$ cat config.mk
export PLATFORM = sky130hd
export DESIGN_NAME = conv_window_sched_flat
export DESIGN_NICKNAME = d
export VERILOG_FILES = /design/src/rtl/conv_window_sched_if.sv /design/src/rtl/conv_window_sched.sv /design/src/flat_wrapper.sv
export SDC_FILE = /design/constraint.sdc
export NUM_CORES = 1
export LEC_CHECK = 0
export CAP_MARGIN = 20
export CORE_MARGIN = 4
export CORE_UTILIZATION = 53
export DETAILED_ROUTE_END_ITERATION = 10
export PLACE_DENSITY_LB_ADDON = 0.25
export SYNTH_ARGS = -nofsm -noshare
export SYNTH_HDL_FRONTEND = slang
export SYNTH_SLANG_ARGS = --single-unit
export TNS_END_PERCENT = 1
$ cat constraint.sdc
create_clock -name clk_i -period 3.41 [get_ports clk_i]
set_input_delay 0.341 -clock clk_i [delete_from_list [all_inputs] [get_ports clk_i]]
set_output_delay 0.341 -clock clk_i [all_outputs]
set_load 0.005 [all_outputs]
$ cat src/rtl/conv_window_sched_if.sv
// Handshake bundle between the pixel source, the line-buffer ring
// and the 3x3 window consumer.
interface conv_window_sched_if #(
   parameter int IM_DIM  = 28,
   parameter int NUM_BUF = 4
);
   localparam int AW = $clog2(IM_DIM);

   logic               pix_valid_i;
   logic               pix_ready_o;
   logic [NUM_BUF-1:0] wr_en_o;
   logic [AW-1:0]      rd_address_o;
   logic [1:0]         rd_sel_o;
   logic               win_valid_o;
   logic               win_ready_i;
   logic [AW-1:0]      out_row_o;
   logic               frame_done_o;

   modport master (
      input  pix_valid_i,
      input  win_ready_i,
      output pix_ready_o,
      output wr_en_o,
      output rd_address_o,
      output rd_sel_o,
      output win_valid_o,
      output out_row_o,
      output frame_done_o
   );

   modport slave (
      output pix_valid_i,
      output win_ready_i,
      input  pix_ready_o,
      input  wr_en_o,
      input  rd_address_o,
      input  rd_sel_o,
      input  win_valid_o,
      input  out_row_o,
      input  frame_done_o
   );
endinterface

$ cat src/rtl/conv_window_sched.sv
// Line-buffer ring scheduler: steers incoming pixels into one of four
// line buffers and walks 3x3 window positions over the three full ones.
module conv_window_sched #(
   parameter int INPUT_WIDTH = 8,
   parameter int IM_DIM      = 28,
   parameter int NUM_BUF     = 4
) (
   input  logic                clk_i,
   input  logic                reset,
   conv_window_sched_if.master bus
);
   localparam int AW = $clog2(IM_DIM);
   localparam logic [AW-1:0] ONE      = AW'(1);
   localparam logic [AW-1:0] COL_LAST = AW'(IM_DIM - 1);
   localparam logic [AW-1:0] WIN_LAST = AW'(IM_DIM - 3);
   localparam logic [NUM_BUF-1:0] OH0 =
      {{(NUM_BUF-1){1'b0}}, 1'b1};

   if (INPUT_WIDTH < 1 || IM_DIM < 4 || NUM_BUF != 4) begin : g_bad_cfg
      $error("conv_window_sched: unsupported parameters");
   end

   typedef enum logic {
      S_WAIT,
      S_STREAM
   } state_e;

   state_e        state_q, state_d;
   logic [2:0]    f_q, f_d;
   logic [1:0]    wr_ptr_q, wr_ptr_d;
   logic [1:0]    rd_ptr_q, rd_ptr_d;
   logic [AW-1:0] col_q, col_d;
   logic [AW-1:0] row_q, row_d;
   logic [AW-1:0] rd_addr_q, rd_addr_d;
   logic [AW-1:0] out_row_q, out_row_d;
   logic          win_valid_q, win_valid_d;
   logic          frame_done_q, frame_done_d;

   logic          pix_ready;
   logic          accept;
   logic          line_done;
   logic          win_acc;
   logic          row_end;
   logic          frame_end;
   logic [2:0]    rel;

   always_comb begin
      pix_ready = (f_q < 3'd4);
      // Reset gates the write strobe so no buffer is touched mid-reset.
      accept    = bus.pix_valid_i & pix_ready & ~reset;
      line_done = accept & (col_q == COL_LAST);
      win_acc   = win_valid_q & bus.win_ready_i;
      row_end   = win_acc & (rd_addr_q == WIN_LAST);
      frame_end = row_end & (out_row_q == WIN_LAST);
      rel       = frame_end ? 3'd3 : (row_end ? 3'd1 : 3'd0);

      state_d      = state_q;
      wr_ptr_d     = wr_ptr_q;
      rd_ptr_d     = rd_ptr_q;
      col_d        = col_q;
      row_d        = row_q;
      rd_addr_d    = rd_addr_q;
      out_row_d    = out_row_q;
      win_valid_d  = win_valid_q;
      frame_done_d = 1'b0;

      if (accept) begin
         col_d = line_done ? '0 : col_q + ONE;
      end
      if (line_done) begin
         wr_ptr_d = wr_ptr_q + 2'd1;
         row_d    = (row_q == COL_LAST) ? '0 : row_q + ONE;
      end
      f_d = f_q + {2'b00, line_done} - rel;

      unique case (state_q)
         S_WAIT: begin
            if (f_q >= 3'd3) begin
               state_d     = S_STREAM;
               win_valid_d = 1'b1;
               rd_addr_d   = '0;
            end
         end
         S_STREAM: begin
            if (row_end) begin
               state_d     = S_WAIT;
               win_valid_d = 1'b0;
               rd_addr_d   = '0;
               if (frame_end) begin
                  rd_ptr_d     = rd_ptr_q + 2'd3;
                  out_row_d    = '0;
                  frame_done_d = 1'b1;
               end else begin
                  rd_ptr_d  = rd_ptr_q + 2'd1;
                  out_row_d = out_row_q + ONE;
               end
            end else if (win_acc) begin
               rd_addr_d = rd_addr_q + ONE;
            end
         end
         default: ;
      endcase
   end

   always_ff @(posedge clk_i or posedge reset) begin
      if (reset) begin
         state_q      <= S_WAIT;
         f_q          <= '0;
         wr_ptr_q     <= '0;
         rd_ptr_q     <= '0;
         col_q        <= '0;
         row_q        <= '0;
         rd_addr_q    <= '0;
         out_row_q    <= '0;
         win_valid_q  <= 1'b0;
         frame_done_q <= 1'b0;
      end else begin
         state_q      <= state_d;
         f_q          <= f_d;
         wr_ptr_q     <= wr_ptr_d;
         rd_ptr_q     <= rd_ptr_d;
         col_q        <= col_d;
         row_q        <= row_d;
         rd_addr_q    <= rd_addr_d;
         out_row_q    <= out_row_d;
         win_valid_q  <= win_valid_d;
         frame_done_q <= frame_done_d;
      end
   end

   assign bus.pix_ready_o  = pix_ready;
   assign bus.wr_en_o      = accept ? (OH0 << wr_ptr_q) : '0;
   assign bus.rd_address_o = rd_addr_q;
   assign bus.rd_sel_o     = rd_ptr_q;
   assign bus.win_valid_o  = win_valid_q;
   assign bus.out_row_o    = out_row_q;
   assign bus.frame_done_o = frame_done_q;
endmodule

$ cat src/flat_wrapper.sv
// flat-port wrapper written by rule: the top's interface ports become plain ports
module conv_window_sched_flat 
#(
   parameter int INPUT_WIDTH = 8,
   parameter int IM_DIM      = 28,
   parameter int NUM_BUF     = 4
)
  (clk_i, reset, bus_pix_valid_i, bus_win_ready_i, bus_pix_ready_o, bus_wr_en_o, bus_rd_address_o, bus_rd_sel_o, bus_win_valid_o, bus_out_row_o, bus_frame_done_o);
  conv_window_sched_if #(.IM_DIM(IM_DIM), .NUM_BUF(NUM_BUF)) bus_i ();
  input  logic clk_i;
  input  logic reset;
  input wire logic [$bits(bus_i.pix_valid_i)-1:0] bus_pix_valid_i;
  input wire logic [$bits(bus_i.win_ready_i)-1:0] bus_win_ready_i;
  output wire logic [$bits(bus_i.pix_ready_o)-1:0] bus_pix_ready_o;
  output wire logic [$bits(bus_i.wr_en_o)-1:0] bus_wr_en_o;
  output wire logic [$bits(bus_i.rd_address_o)-1:0] bus_rd_address_o;
  output wire logic [$bits(bus_i.rd_sel_o)-1:0] bus_rd_sel_o;
  output wire logic [$bits(bus_i.win_valid_o)-1:0] bus_win_valid_o;
  output wire logic [$bits(bus_i.out_row_o)-1:0] bus_out_row_o;
  output wire logic [$bits(bus_i.frame_done_o)-1:0] bus_frame_done_o;
  assign bus_i.pix_valid_i = bus_pix_valid_i;
  assign bus_i.win_ready_i = bus_win_ready_i;
  assign bus_pix_ready_o = bus_i.pix_ready_o;
  assign bus_wr_en_o = bus_i.wr_en_o;
  assign bus_rd_address_o = bus_i.rd_address_o;
  assign bus_rd_sel_o = bus_i.rd_sel_o;
  assign bus_win_valid_o = bus_i.win_valid_o;
  assign bus_out_row_o = bus_i.out_row_o;
  assign bus_frame_done_o = bus_i.frame_done_o;
  conv_window_sched #(.INPUT_WIDTH(INPUT_WIDTH), .IM_DIM(IM_DIM), .NUM_BUF(NUM_BUF)) u_core (.clk_i(clk_i), .reset(reset), .bus(bus_i));
endmodule
* After elaboration in Yosys (flattened, before gate mapping) *
Index checks and enable logic that the tools add are counted.

storage, ports and cells
  bits in registers = 25
  input bits = 4
  logic and storage cells = 56
  output and inout bits = 19

operators by class
  order comparisons = 2
  bitwise operators = 8
  multiplexer cells = 19
  eq/ne operators = 6
  reduce and logical (&&, ||, !) cells = 3
  shifts and indexed selects = 1
  add/subtract/negate cells = 8

operator list
  operator                                             number
  two-way mux 5 bit                                    5
  adder 5 x 1 -> 5 bit, second input constant          3
  == test 5 bit, second input constant                 3
  one-hot mux 5 bit (2 select lines)                   1
  two-way mux 1 bit                                    8
  AND 1 bit                                            6
  AND reduction 2 bit                                  3
  adder 2 x 1 -> 2 bit, second input constant          2
  two-way mux 4 bit                                    1
  one-hot mux 1 bit (2 select lines)                   2
  << shifter 1 x 2 -> 4 bit, first input constant      1
  adder 3 x 1 -> 3 bit                                 1
  >= comparator 3 x 2 -> 1 bit, second input constant  1
  less-than comparator 3 bit, second input constant    1
  two-way mux 3 bit                                    1
  != test 3 bit, second input constant                 1
  subtractor 3 bit                                     1
  adder 2 bit, second input constant                   1
  two-way mux 2 bit                                    1
  != test 2 x 1 -> 1 bit, second input constant        1
  != test 2 bit, second input constant                 1
  inverter 1 bit                                       2

* Longest topological paths before layout *
Gate-level depths: netlist of run 1.

  depth in word-level cells = 6
  depth in mapped cells = 12
  gate-level depth less buffers = 11

* Least setup slack after synthesis of run 1 *
OpenSTA, ideal clock, no wires.

  path type = reg-to-reg
  start = register u_core.rd_addr_q[0], in the netlist u_core.bus.rd_address_o[0]
  end = register u_core.f_q[2]
  path buffers = 1
  data required time = 3.285 ns
  setup slack = 1.015 ns
  arrival time = 2.270 ns
  stages on the path, launching flop included = 12
  setup time = 0.125 ns
  clock period less this slack = 2.395 ns
  cells stage by stage = dfrtp_1 > ha_1 > nand4b_1 > clkbuf_1 > nor2_1 > ha_1 > inv_1 > ha_1 > inv_1 > fa_1 > xnor2_1 > xnor2_1

between the ends
  longest elaborated chain between the ends = 5
  elaborated cells between the ends (all ways) = 6
  those cells by class = add/sub (1); eq/ne (1); mux (2); bitwise (2)

RTL lines
  element                                         line                                              RTL
  start: declaration                              conv_window_sched.sv:34                           logic [AW-1:0] rd_addr_q, rd_addr_d;
  start signal: assignment                        conv_window_sched.sv:124                          rd_addr_q <= rd_addr_d;
  == test 5 bit (*)                               conv_window_sched.sv:53                           row_end = win_acc & (rd_addr_q == WIN_LAST);
  AND 1 bit (*)                                   conv_window_sched.sv:53
  two-way mux 1 bit or AND 1 bit (tied branches)  conv_window_sched.sv:55, conv_window_sched.sv:54
  two-way mux 3 bit (*)                           conv_window_sched.sv:55                           rel = frame_end ? 3'd3 : (row_end ? 3'd1 : 3'd0);
  subtractor 3 bit (*)                            conv_window_sched.sv:74                           f_d = f_q + {2'b00, line_done} - rel;
  named net u_core.f_d[2]                         conv_window_sched.sv:29                           logic [2:0] f_q, f_d;
  end signal: assignment                          conv_window_sched.sv:108                          f_q <= '0;
  end signal: assignment                          conv_window_sched.sv:119                          f_q <= f_d;
  end: declaration                                conv_window_sched.sv:29

The timed path passes the listed nets; every way through them passes the cells marked *.
A chain may end at the register's enable or synchronous reset.

* Worst setup path in the final report of run 1 *
  start = register u_core.f_q[2]
  end = output bus_wr_en_o[2]

between the ends
  longest elaborated chain between the ends = 4

RTL lines
  element                     line                      RTL
  less-than comparator 3 bit  conv_window_sched.sv:48   pix_ready = (f_q < 3'd4);
  AND 1 bit (2 in series)     conv_window_sched.sv:50   accept = bus.pix_valid_i & pix_ready & ~reset;
  two-way mux 4 bit           conv_window_sched.sv:132  assign bus.wr_en_o = accept ? (OH0 << wr_ptr_q) : '0;
  end: declaration            flat_wrapper.sv:15        output wire logic [$bits(bus_i.wr_en_o)-1:0] bus_wr_en_o;

Every way passes these cells.

==> run metrics, run 1 <==
slew margin rel.=0.365; synthesized flop and latch total=25; GPL Wtd Cong=slightly below 0.8; grt total ovfl=0; Final Hold Vio Count=0; share of layout cells above drive strength 1=0.0828; clock latency on the worst-skew pair=around 310 ps; Inserted Clock Buffers=3; Critical Path AT=roughly 2000 ps; post-synth top area share=0.427; Area contributors post-synth=dfrtp_1 (43%), ha_1 (10%), inv_1 (4.1%), o21ai_0 (3.4%), nand3_1 (2.7%); number of synthesized flops with an enable pin=0; vias in the first global route=between 1000 and 1500; register area share after synthesis=0.427; Multi-input gate area=762 um2; postcts setup bufs=0; TNS Setup=0 ps; drt pass-1 iters=5; Post-Syn Area per Cell=about 10 um2; Initial Util=0.576; Leak Pwr=0.000798 uW; Final Setup Violations=0; crit-path max FO=9; main flop type after synthesis=dfrtp_1; fin crit share=0.694; DPL Wire Length=between 2000 and 2500 um; CTS max path bufs=2; minimum clock period=between 2000 and 2500 ps; HP Class=flop to flop; CP required=between 3000 and 4000 ps; fillers=approximately 210; Synth warnings=0; # diodes=0; CP endpoint kind=primary output; IO Port Bufs=22; Max IR drop VDD=between 0.5 and 0.6 mV; Post-route DRC=0; startpoint types=flop; Max Clk Rate=roughly 420 MHz; origin of the worst min-delay path=u_core.col_q[1]; ys async rst share=1.00; Post-Syn Area=~1500 um2; first-pass GRT wire length=roughly 5100 um; run status=finished clean; CP peak stage delay=approximately 510 ps; Die Ht=just over 60 um; Post-Synthesis Cells=roughly 150; vias per inst=between 5 and 6; Iter 0 DRT Violations=47; H-Tree Level Count=1; remaining antenna violation count after routing=0; count of final max-slew check failures=0; Worst Max-Slew Pin Slew=952 ps; Crit Path Class=flop to primary output; Sequential Area=626 um2; clk_skew=between 2 and 3 ps; Setup crit start=u_core.f_q[2]; routed len/inst=approximately 15 um; total die area=3670 um2; pwr/cell area=roughly 710 nW/um2; row cnt=18; Core ar.=approximately 2500 um2; Vias=between 1000 and 1500; unrepaired setup endpoints after global routing=no; total power=1240 uW; Max Cap Viol=0; post-synthesis net count=163; top-count cell post-synth=dfrtp_1; Area Overhead vs Synth=18.8%; largest net degree at the start of global routing=26; Netlist cell types=39; worst-path cell with the longest stage delay=nor3b_2; Worst R2R Start=u_core.bus.out_row_o[1]; cts repair resizes=0; CTS tree=built; Top Ports=23; top cell type by total area after synthesis=dfrtp_1; CTS root buffer=clkbuf_4; hold buffers post-CTS=0; Die Wd=60.6 um; top cells by count, synth=dfrtp_1 (25), inv_1 (16), ha_1 (12); crit-path cells=nor3b_2 -> and2_1 -> clkdlybuf4s50_1; clock-pin slew on the worst setup and hold paths=between 100 and 150 ps; initial antenna violation count=0; Nets=187; WL final=about 2900 um; Tot GR Track Use=0.182; CTS Sinks=25
## through the flow
step           area (um2)  hold slack (ps)  worst slack [ps]  cells  utilization
2_1_floorplan        1470              368              1010    146            -
3_3_place_gp         1710              498               869    195        0.673
3_5_place_dp         1710              516               798    195        0.673
4_1_cts              1740              548              1040    199        0.684
5_1_grt              1740              591               927    199        0.684
6_report             1740              546              1040    199        0.684
## layer usage
layer	track usage	vias to the layer above	wire (um)
li1	-	566	-
met1	0.234	547	1270
met2	0.311	26	1520
met3	0.0298	2	140
met4	0.0619	0	16
met5	0	-	0
## sequential cells by signal, summed over array words and instances, names as in the netlist
| signal | count |
|---|---|
| u_core.bus.rd_sel_o | 2 |
| u_core.wr_ptr_q | 2 |
| u_core.state_q | 1 |
| u_core.col_q | 5 |
| u_core.f_q | 3 |
| u_core.bus.frame_done_o | 1 |
| u_core.bus.win_valid_o | 1 |
| u_core.bus.out_row_o | 5 |
| u_core.bus.rd_address_o | 5 |
## final cells by class
| cell class | count | share of cell area |
|---|---|---|
| multi-input combinational | 101 | 0.438 |
| tap | 30 | 0.0216 |
| timing repair buffer | 23 | 0.131 |
| sequential | 25 | 0.359 |
| clock inverter | 1 | 0.00288 |
| clock buffer | 3 | 0.0129 |
| inverter | 16 | 0.0345 |
## layout by cell type, fill, tap and decap left out, drive strengths merged, types with 2 or more instances in the layout
cell type       n
dfrtp          25
clkdlybuf4s50  22
inv            16
ha             12
o21ai          10
nand2          10
nand3           8
a21oi           6
nor2            5
and2            4
mux2            4
and4b           3
nand4           3
xnor2           3
clkbuf          3
nand2b          2
nand4b          2
a31oi           2
o2111ai         2
or3             2
o211ai          2
mux2i           2
o41ai           2
or4             2
nor3            2
## final timing paths
path                                              endpoint  slack, ps  depth (start not counted)
worst min-delay path                       u_core.col_q[1]        550                          2
min in group asynchronous                  u_core.col_q[1]        610                          2
worst max register to register               u_core.f_q[2]       1070                          9
worst min register to register             u_core.col_q[1]        550                          2
max in group asynchronous       u_core.bus.rd_address_o[3]       2230                          2
worst max-delay path                        bus_wr_en_o[2]       1040                          3
## power breakdown
group	internal (uW)	total (uW)	switching [uW]
Clock	43.8	131	87.0
Sequential	402	547	146
Combinational	299	564	265
## cell families after synthesis
| family | after synthesis | share of synthesized area |
|---|---|---|
| AOI/OAI and AO/OA | 29 | 0.124 |
| adders and majority gates | 13 | 0.116 |
| DFF | 25 | 0.427 |
| buffers and inverters | 20 | 0.0530 |
| muxes | 6 | 0.0470 |
| xor gates and xnor gates | 4 | 0.0239 |
| and+or+nand+nor | 49 | 0.209 |
## critical path: cells and delay by family, from the launching register on
kind | cells | cell delay [ps]
flip-flops | 1 | 470
AND/OR/NAND/NOR | 2 | 740
buffers and inverters | 1 | 510
(Power assumes the default switching activity.)
==> inputs of run 2 (changes only) <==
--- a/config.mk
+++ b/config.mk
@@ -7,7 +7,7 @@
 export LEC_CHECK = 0
 export CAP_MARGIN = 20
 export CORE_MARGIN = 4
-export CORE_UTILIZATION = 53
+export CORE_UTILIZATION = 48
 export DETAILED_ROUTE_END_ITERATION = 10
 export PLACE_DENSITY_LB_ADDON = 0.25
 export SYNTH_ARGS = -nofsm -noshare
==> constraint.sdc (replaced) <==
create_clock -name clk_i -period 2.01 [get_ports clk_i]
set_input_delay 0.201 -clock clk_i [delete_from_list [all_inputs] [get_ports clk_i]]
set_output_delay 0.201 -clock clk_i [all_outputs]
set_load 0.005 [all_outputs]
==> run 2 against run 1 <==
The run now ends with setup timing left. Sequential share of layout area shrank 3.7 points. Design area up 12%. Global-route usage is 1.7 points lower. Utilization increased by 0.25 points. Register-to-register slack lost 1200 ps. Die area grew 9.0%. Setup slack worse by 1200 ps. Routed wire length increased by 10%. Clock power up 71%. Combinational power rose by 130%. Largest cell class unchanged. Largest power group unchanged.
==> run metrics, run 2 (synthesized netlist as in run 1, its figures left out) <==
clock latency on the worst-skew pair=320 ps (about the same); internal power=1460 uW (+96%); FF-to-FF setup slack=-150 ps (-1220 ps); Die Wd=63.3 um (+4.4%); vias per inst=5.68 (-0.85%); run status=complete, but fails checks; CTS Sinks=25 (unchanged); combinational power share=0.546 (+0.092); fillers=227 (+7.1%); most common cell after layout, fill and taps aside=dfrtp_1; Max IR drop VDD=0.770 mV (+49%); # diodes=0 (unchanged); Inserted Clock Buffers=3 (unchanged); final setup margin=-149 ps (-1190 ps); clock-pin slew on the worst setup and hold paths=140 ps (about the same); total power=2380 uW (+91%); grt total ovfl=0 (unchanged); row cnt=19 (+1); DPL Wire Length=2410 um (+8.7%); vias in the first global route=1247 (+16%); pwr/cell area=1220 nW/um2 (+71%); Vias=1262 (+11%); Top Ports=23 (unchanged); largest net degree at the start of global routing=26 (unchanged); Crit Path Class=flop to flop; Worst Max-Slew Pin Slew=631 ps (-321 ps); routed len/inst=14.6 um (-1.3%); worst reg2reg path depth=11 (+2); Max Clk Rate=about 460 MHz; Reg2Reg Capture Point=u_core.f_q[2]; first-pass GRT wire length=5370 um (+6.1%); Max Cap Viol=0 (unchanged); switching portion of total power=0.385 (-0.0154); HP Class=input pin to async pin; Post-route DRC=0 (unchanged); Leak Pwr=0.000924 uW (+16%); worst slack, placed=-356 ps (-1150 ps); CTS root buffer=clkbuf_4; CTS tree=built; WL final=3250 um (+10%); Worst R2R Start=u_core.bus.rd_address_o[1]; GPL Wtd Cong=0.877 (+13%); Final Setup Violations=2 (+2); Clk pwr share=0.094 (-0.011); crit-path max FO=2 (-7); minimum clock period=2160 ps; clk_skew=17.4 ps (+14.5 ps); CTS max path bufs=2 (unchanged); initial antenna violation count=0 (unchanged); Nets=209 (+12%); Critical Path AT=2360 ps (+340 ps); Core ar.=2830 um2 (+11%); remaining antenna violation count after routing=0 (unchanged); count of final max-slew check failures=0 (unchanged); total die area=4000 um2 (+9.0%); IO Port Bufs=22 (unchanged); startpoint types=flop; Area Overhead vs Synth=32.5%; failing checks=setup timing; Initial Util=0.518 (-0.0578); Die Ht=63.3 um (+4.4%); hold buffers post-CTS=0 (unchanged); Switch Pwr=915 uW (+84%); slew margin rel.=0.575 (+0.211); final hold slack=381 ps (-165 ps); sequential share of power=0.360 (-0.081); Iter 0 DRT Violations=51 (+8.5%); CP endpoint kind=flop; unrepaired setup endpoints after global routing=yes; Final Hold Vio Count=0 (unchanged); commonest non-fill, non-tap cells in the layout=dfrtp_1 (25), buf_4 (23), clkdlybuf4s50_1 (21); fin crit share=1.07; H-Tree Level Count=1 (unchanged); Tot GR Track Use=0.166 (-0.0166); drt pass-1 iters=4 (-1); CP required=2220 ps (-850 ps); share of layout cells above drive strength 1=0.220 (+0.137)
==> run 2: changes by cell type in the layout (fill, tap and decap cells not counted), moves of 2 or more <==
cell	change
buf_4	+22
ha_1	-2
inv_1	-2
inv_2	+2
==> run 2: routing by layer <==
layer	part of all wire	GRT usage	vias up
met5	0	0	-
met4	0.0096	0.0566	0
met3	0.038	0.0373	4
met2	0.52	0.299	34
met1	0.44	0.192	617
li1	-	-	607
==> run 2: worst max-delay path, stage by stage (launching register included) <==
cell and delay [ps]:
dfrtp_1 420, inv_2 80, ha_4 120, nand4b_1 140, nor2_2 160, ha_1 240
inv_1 60, ha_2 170, inv_2 40, fa_2 370, xnor2_2 140, xnor2_1 120
==> run 2: how the worst max path moves through the flow <==
| stage | from | slack [ps] | end | cells after the start |
|---|---|---|---|---|
| detailed placement | bus_pix_valid_i | -360 | u_core.f_q[2] | 8 |
| global placement | bus_pix_valid_i | -220 | u_core.f_q[2] | 8 |
| finish | u_core.bus.rd_address_o[1] | -150 | u_core.f_q[2] | 11 |
| floorplan | u_core.bus.rd_address_o[1] | -270 | u_core.f_q[2] | 12 |
| CTS | u_core.bus.rd_address_o[1] | -140 | u_core.f_q[2] | 11 |
| global route | u_core.bus.rd_address_o[1] | -280 | u_core.f_q[2] | 11 |
==> run 2: through the flow <==
step	util	instances	setup TNS [ps]	cell area, um2
finish	0.686	222	-215	1940
global route	0.686	222	-564	1940
CTS	0.673	220	-188	1900
detailed placement	0.658	215	-623	1860
global placement	0.658	215	-384	1860
floorplan	-	146	-483	1480
==> run 2: power groups by stage <==
stage          clock (uW)  combinational, uW  sequential [uW]
2_1_floorplan           0                633              881
3_3_place_gp            0               1150              846
3_5_place_dp            0               1220              855
4_1_cts               227               1250              847
5_1_grt               248               1430              890
6_report              224               1300              855
==> run 2: repair_timing <==
| item | 4_1_cts | 5_1_grt |
|---|---|---|
| pin swaps | 1 | 6 |
| buffers inserted | 1 | 2 |
| endpoints found under the setup margin | 2 | 6 |
| endpoints found under the hold margin | 0 | 0 |
| gates resized for setup | 1 | 7 |
==> run 2: layout make-up <==
| cell class | instances | area, um2 | area share |
|---|---|---|---|
| Clock buffer | 4 | 26.3 | 0.0135 |
| Tap cell | 31 | 38.8 | 0.0200 |
| Timing Repair Buffer | 45 | 395 | 0.204 |
| Sequential cell | 25 | 626 | 0.322 |
| Inverter | 16 | 60.1 | 0.0309 |
| Multi-Input combinational cell | 101 | 796 | 0.410 |
==> inputs of run 3 (changes only) <==
--- a/config.mk
+++ b/config.mk
@@ -7,9 +7,10 @@
 export LEC_CHECK = 0
 export CAP_MARGIN = 20
 export CORE_MARGIN = 4
-export CORE_UTILIZATION = 48
+export CORE_UTILIZATION = 57
 export DETAILED_ROUTE_END_ITERATION = 10
 export PLACE_DENSITY_LB_ADDON = 0.25
+export REMOVE_ABC_BUFFERS = 1
 export SYNTH_ARGS = -nofsm -noshare
 export SYNTH_HDL_FRONTEND = slang
 export SYNTH_SLANG_ARGS = --single-unit
==> constraint.sdc (replaced) <==
create_clock -name clk_i -period 2.6 [get_ports clk_i]
set_input_delay 0.26 -clock clk_i [delete_from_list [all_inputs] [get_ports clk_i]]
set_output_delay 0.26 -clock clk_i [all_outputs]
set_load 0.005 [all_outputs]
==> run 3 against run 2 <==
The run now ends clean. Die area decreased by 14%. Combinational power decreased by 42%. Via count decreased by 6.7%. Worst hold slack got worse by 4.4 ps. Largest cell class unchanged.
==> run metrics, run 3 (synthesized netlist as in run 1, its figures left out) <==
Core ar.=2450 um2 (-13%); H-Tree Level Count=1 (unchanged); # diodes=0 (unchanged); first-pass GRT wire length=5460 um (+1.8%); CTS Sinks=25 (unchanged); HP Class=input pin to async pin; Max Cap Viol=0 (unchanged); crit-path max FO=5 (+3); commonest non-fill, non-tap cells in the layout=dfrtp_1 (25), clkdlybuf4s50_1 (22), inv_1 (16); Die Wd=58.7 um (-7.2%); Post-route DRC=0 (unchanged); remaining antenna violation count after routing=0 (unchanged); Critical Path AT=2580 ps (+220 ps); GPL Wtd Cong=0.835 (-4.8%); cts repair resizes=0 (-1); Nets=189 (-9.6%); clock latency on the worst-skew pair=310 ps (about the same); Iter 0 DRT Violations=59 (+16%); vias per inst=5.86 (+3.1%); vias in the first global route=1224 (-1.8%); startpoint types=flop; slew margin rel.=0.644 (+0.0691); unrepaired setup endpoints after global routing=no; IO Port Bufs=22 (unchanged); CP required=2840 ps (+620 ps); grt total ovfl=0 (unchanged); count of final max-slew check failures=0 (unchanged); TNS Setup=0 ps (+215 ps); Initial Util=0.597 (+0.0789); drt pass-1 iters=4 (unchanged); Leak Pwr=0.000808 uW (-13%); largest net degree at the start of global routing=26 (unchanged); share of layout cells above drive strength 1=0.0936 (-0.126); fin crit share=0.900 (-0.174); Die Ht=58.7 um (-7.2%); Tot GR Track Use=0.207 (+0.0416); Top Ports=23 (unchanged); Final Setup Violations=0 (-2); run status=finished clean; WL final=2990 um (-8.0%); total power=1630 uW (-31%); Area Overhead vs Synth=19.8%; Max IR drop VDD=0.760 mV (-1.3%); minimum clock period=2340 ps (+181 ps); CTS root buffer=clkbuf_4; Vias=1178 (-6.7%); row cnt=18 (-1); hold buffers post-CTS=0 (unchanged); CTS tree=built; initial antenna violation count=0 (unchanged); Max Clk Rate=427 MHz (-7.7%); total die area=3450 um2 (-14%); Final Hold Vio Count=0 (unchanged); pwr/cell area=931 nW/um2 (-24%); fin util=0.715 (+0.0287); CP endpoint kind=flop; CTS max path bufs=2 (unchanged); clock-pin slew on the worst setup and hold paths=130 ps (about the same); DPL Wire Length=2220 um (-7.8%); routed len/inst=14.9 um (+1.6%); clk_skew=3.44 ps (-13.9 ps); Inserted Clock Buffers=3 (unchanged); Worst Max-Slew Pin Slew=528 ps (-102 ps); postcts setup bufs=0 (-1); Crit Path Class=flop to flop; most common cell after layout, fill and taps aside=dfrtp_1
==> run 3: layout make-up <==
class                   instances  area (um2)
well taps                      30        37.5
fillers                       177         699
clock inverters                 1        5.00
flip-flops and latches         25         626
clock buffers                   3        22.5
inverters                      16        60.1
repair buffers                 25         243
multi-input cells             101         762
==> run 3: final timing paths <==
path	slack, ps	end	startpoint	depth (start not counted)
setup / recovery	260	u_core.f_q[2]	u_core.bus.out_row_o[1]	9
hold / removal	380	u_core.col_q[0]	reset	3
setup reg to reg	260	u_core.f_q[2]	u_core.bus.out_row_o[1]	9
hold reg to reg	550	u_core.col_q[1]	u_core.col_q[1]	2
max in group asynchronous	1980	u_core.state_q	reset	3
min in group clk_i	550	u_core.col_q[1]	u_core.col_q[1]	2
==> run 3: stage by stage <==
stage                     worst slack [ps]  area, um2  hold WS, ps  cells
after floorplan                        200       1450          287    142
after global placement                 250       1730          519    197
after detailed placement               122       1730          524    197
after CTS                              260       1760          377    201
after global routing                  83.1       1760          428    201
final                                  260       1760          377    201
==> run 3: where the power goes <==
group          internal, uW  leakage (uW)  switching, uW
sequential              527      0.000290            191
combinational           395      0.000500            353
clock                  57.6     0.0000177            110
total                   979      0.000808            654
==> run 3: critical path, cell delays in order, from the launching register on <==
cell and delay, ps:
dfrtp_1 450, inv_1 80, ha_1 180, and4b_1 350
nand2_1 90, ha_1 280, inv_1 50, fa_1 420
xnor2_1 200, xnor2_1 150
==> run 3: per-layer routing <==
metal  global-route usage  vias up  part of all wire
met5                    0        -                 0
met4               0.0518        0             0.011
met3               0.0548        5             0.047
met2                0.360       22              0.52
met1                0.256      580              0.42
li1                     -      571                 -
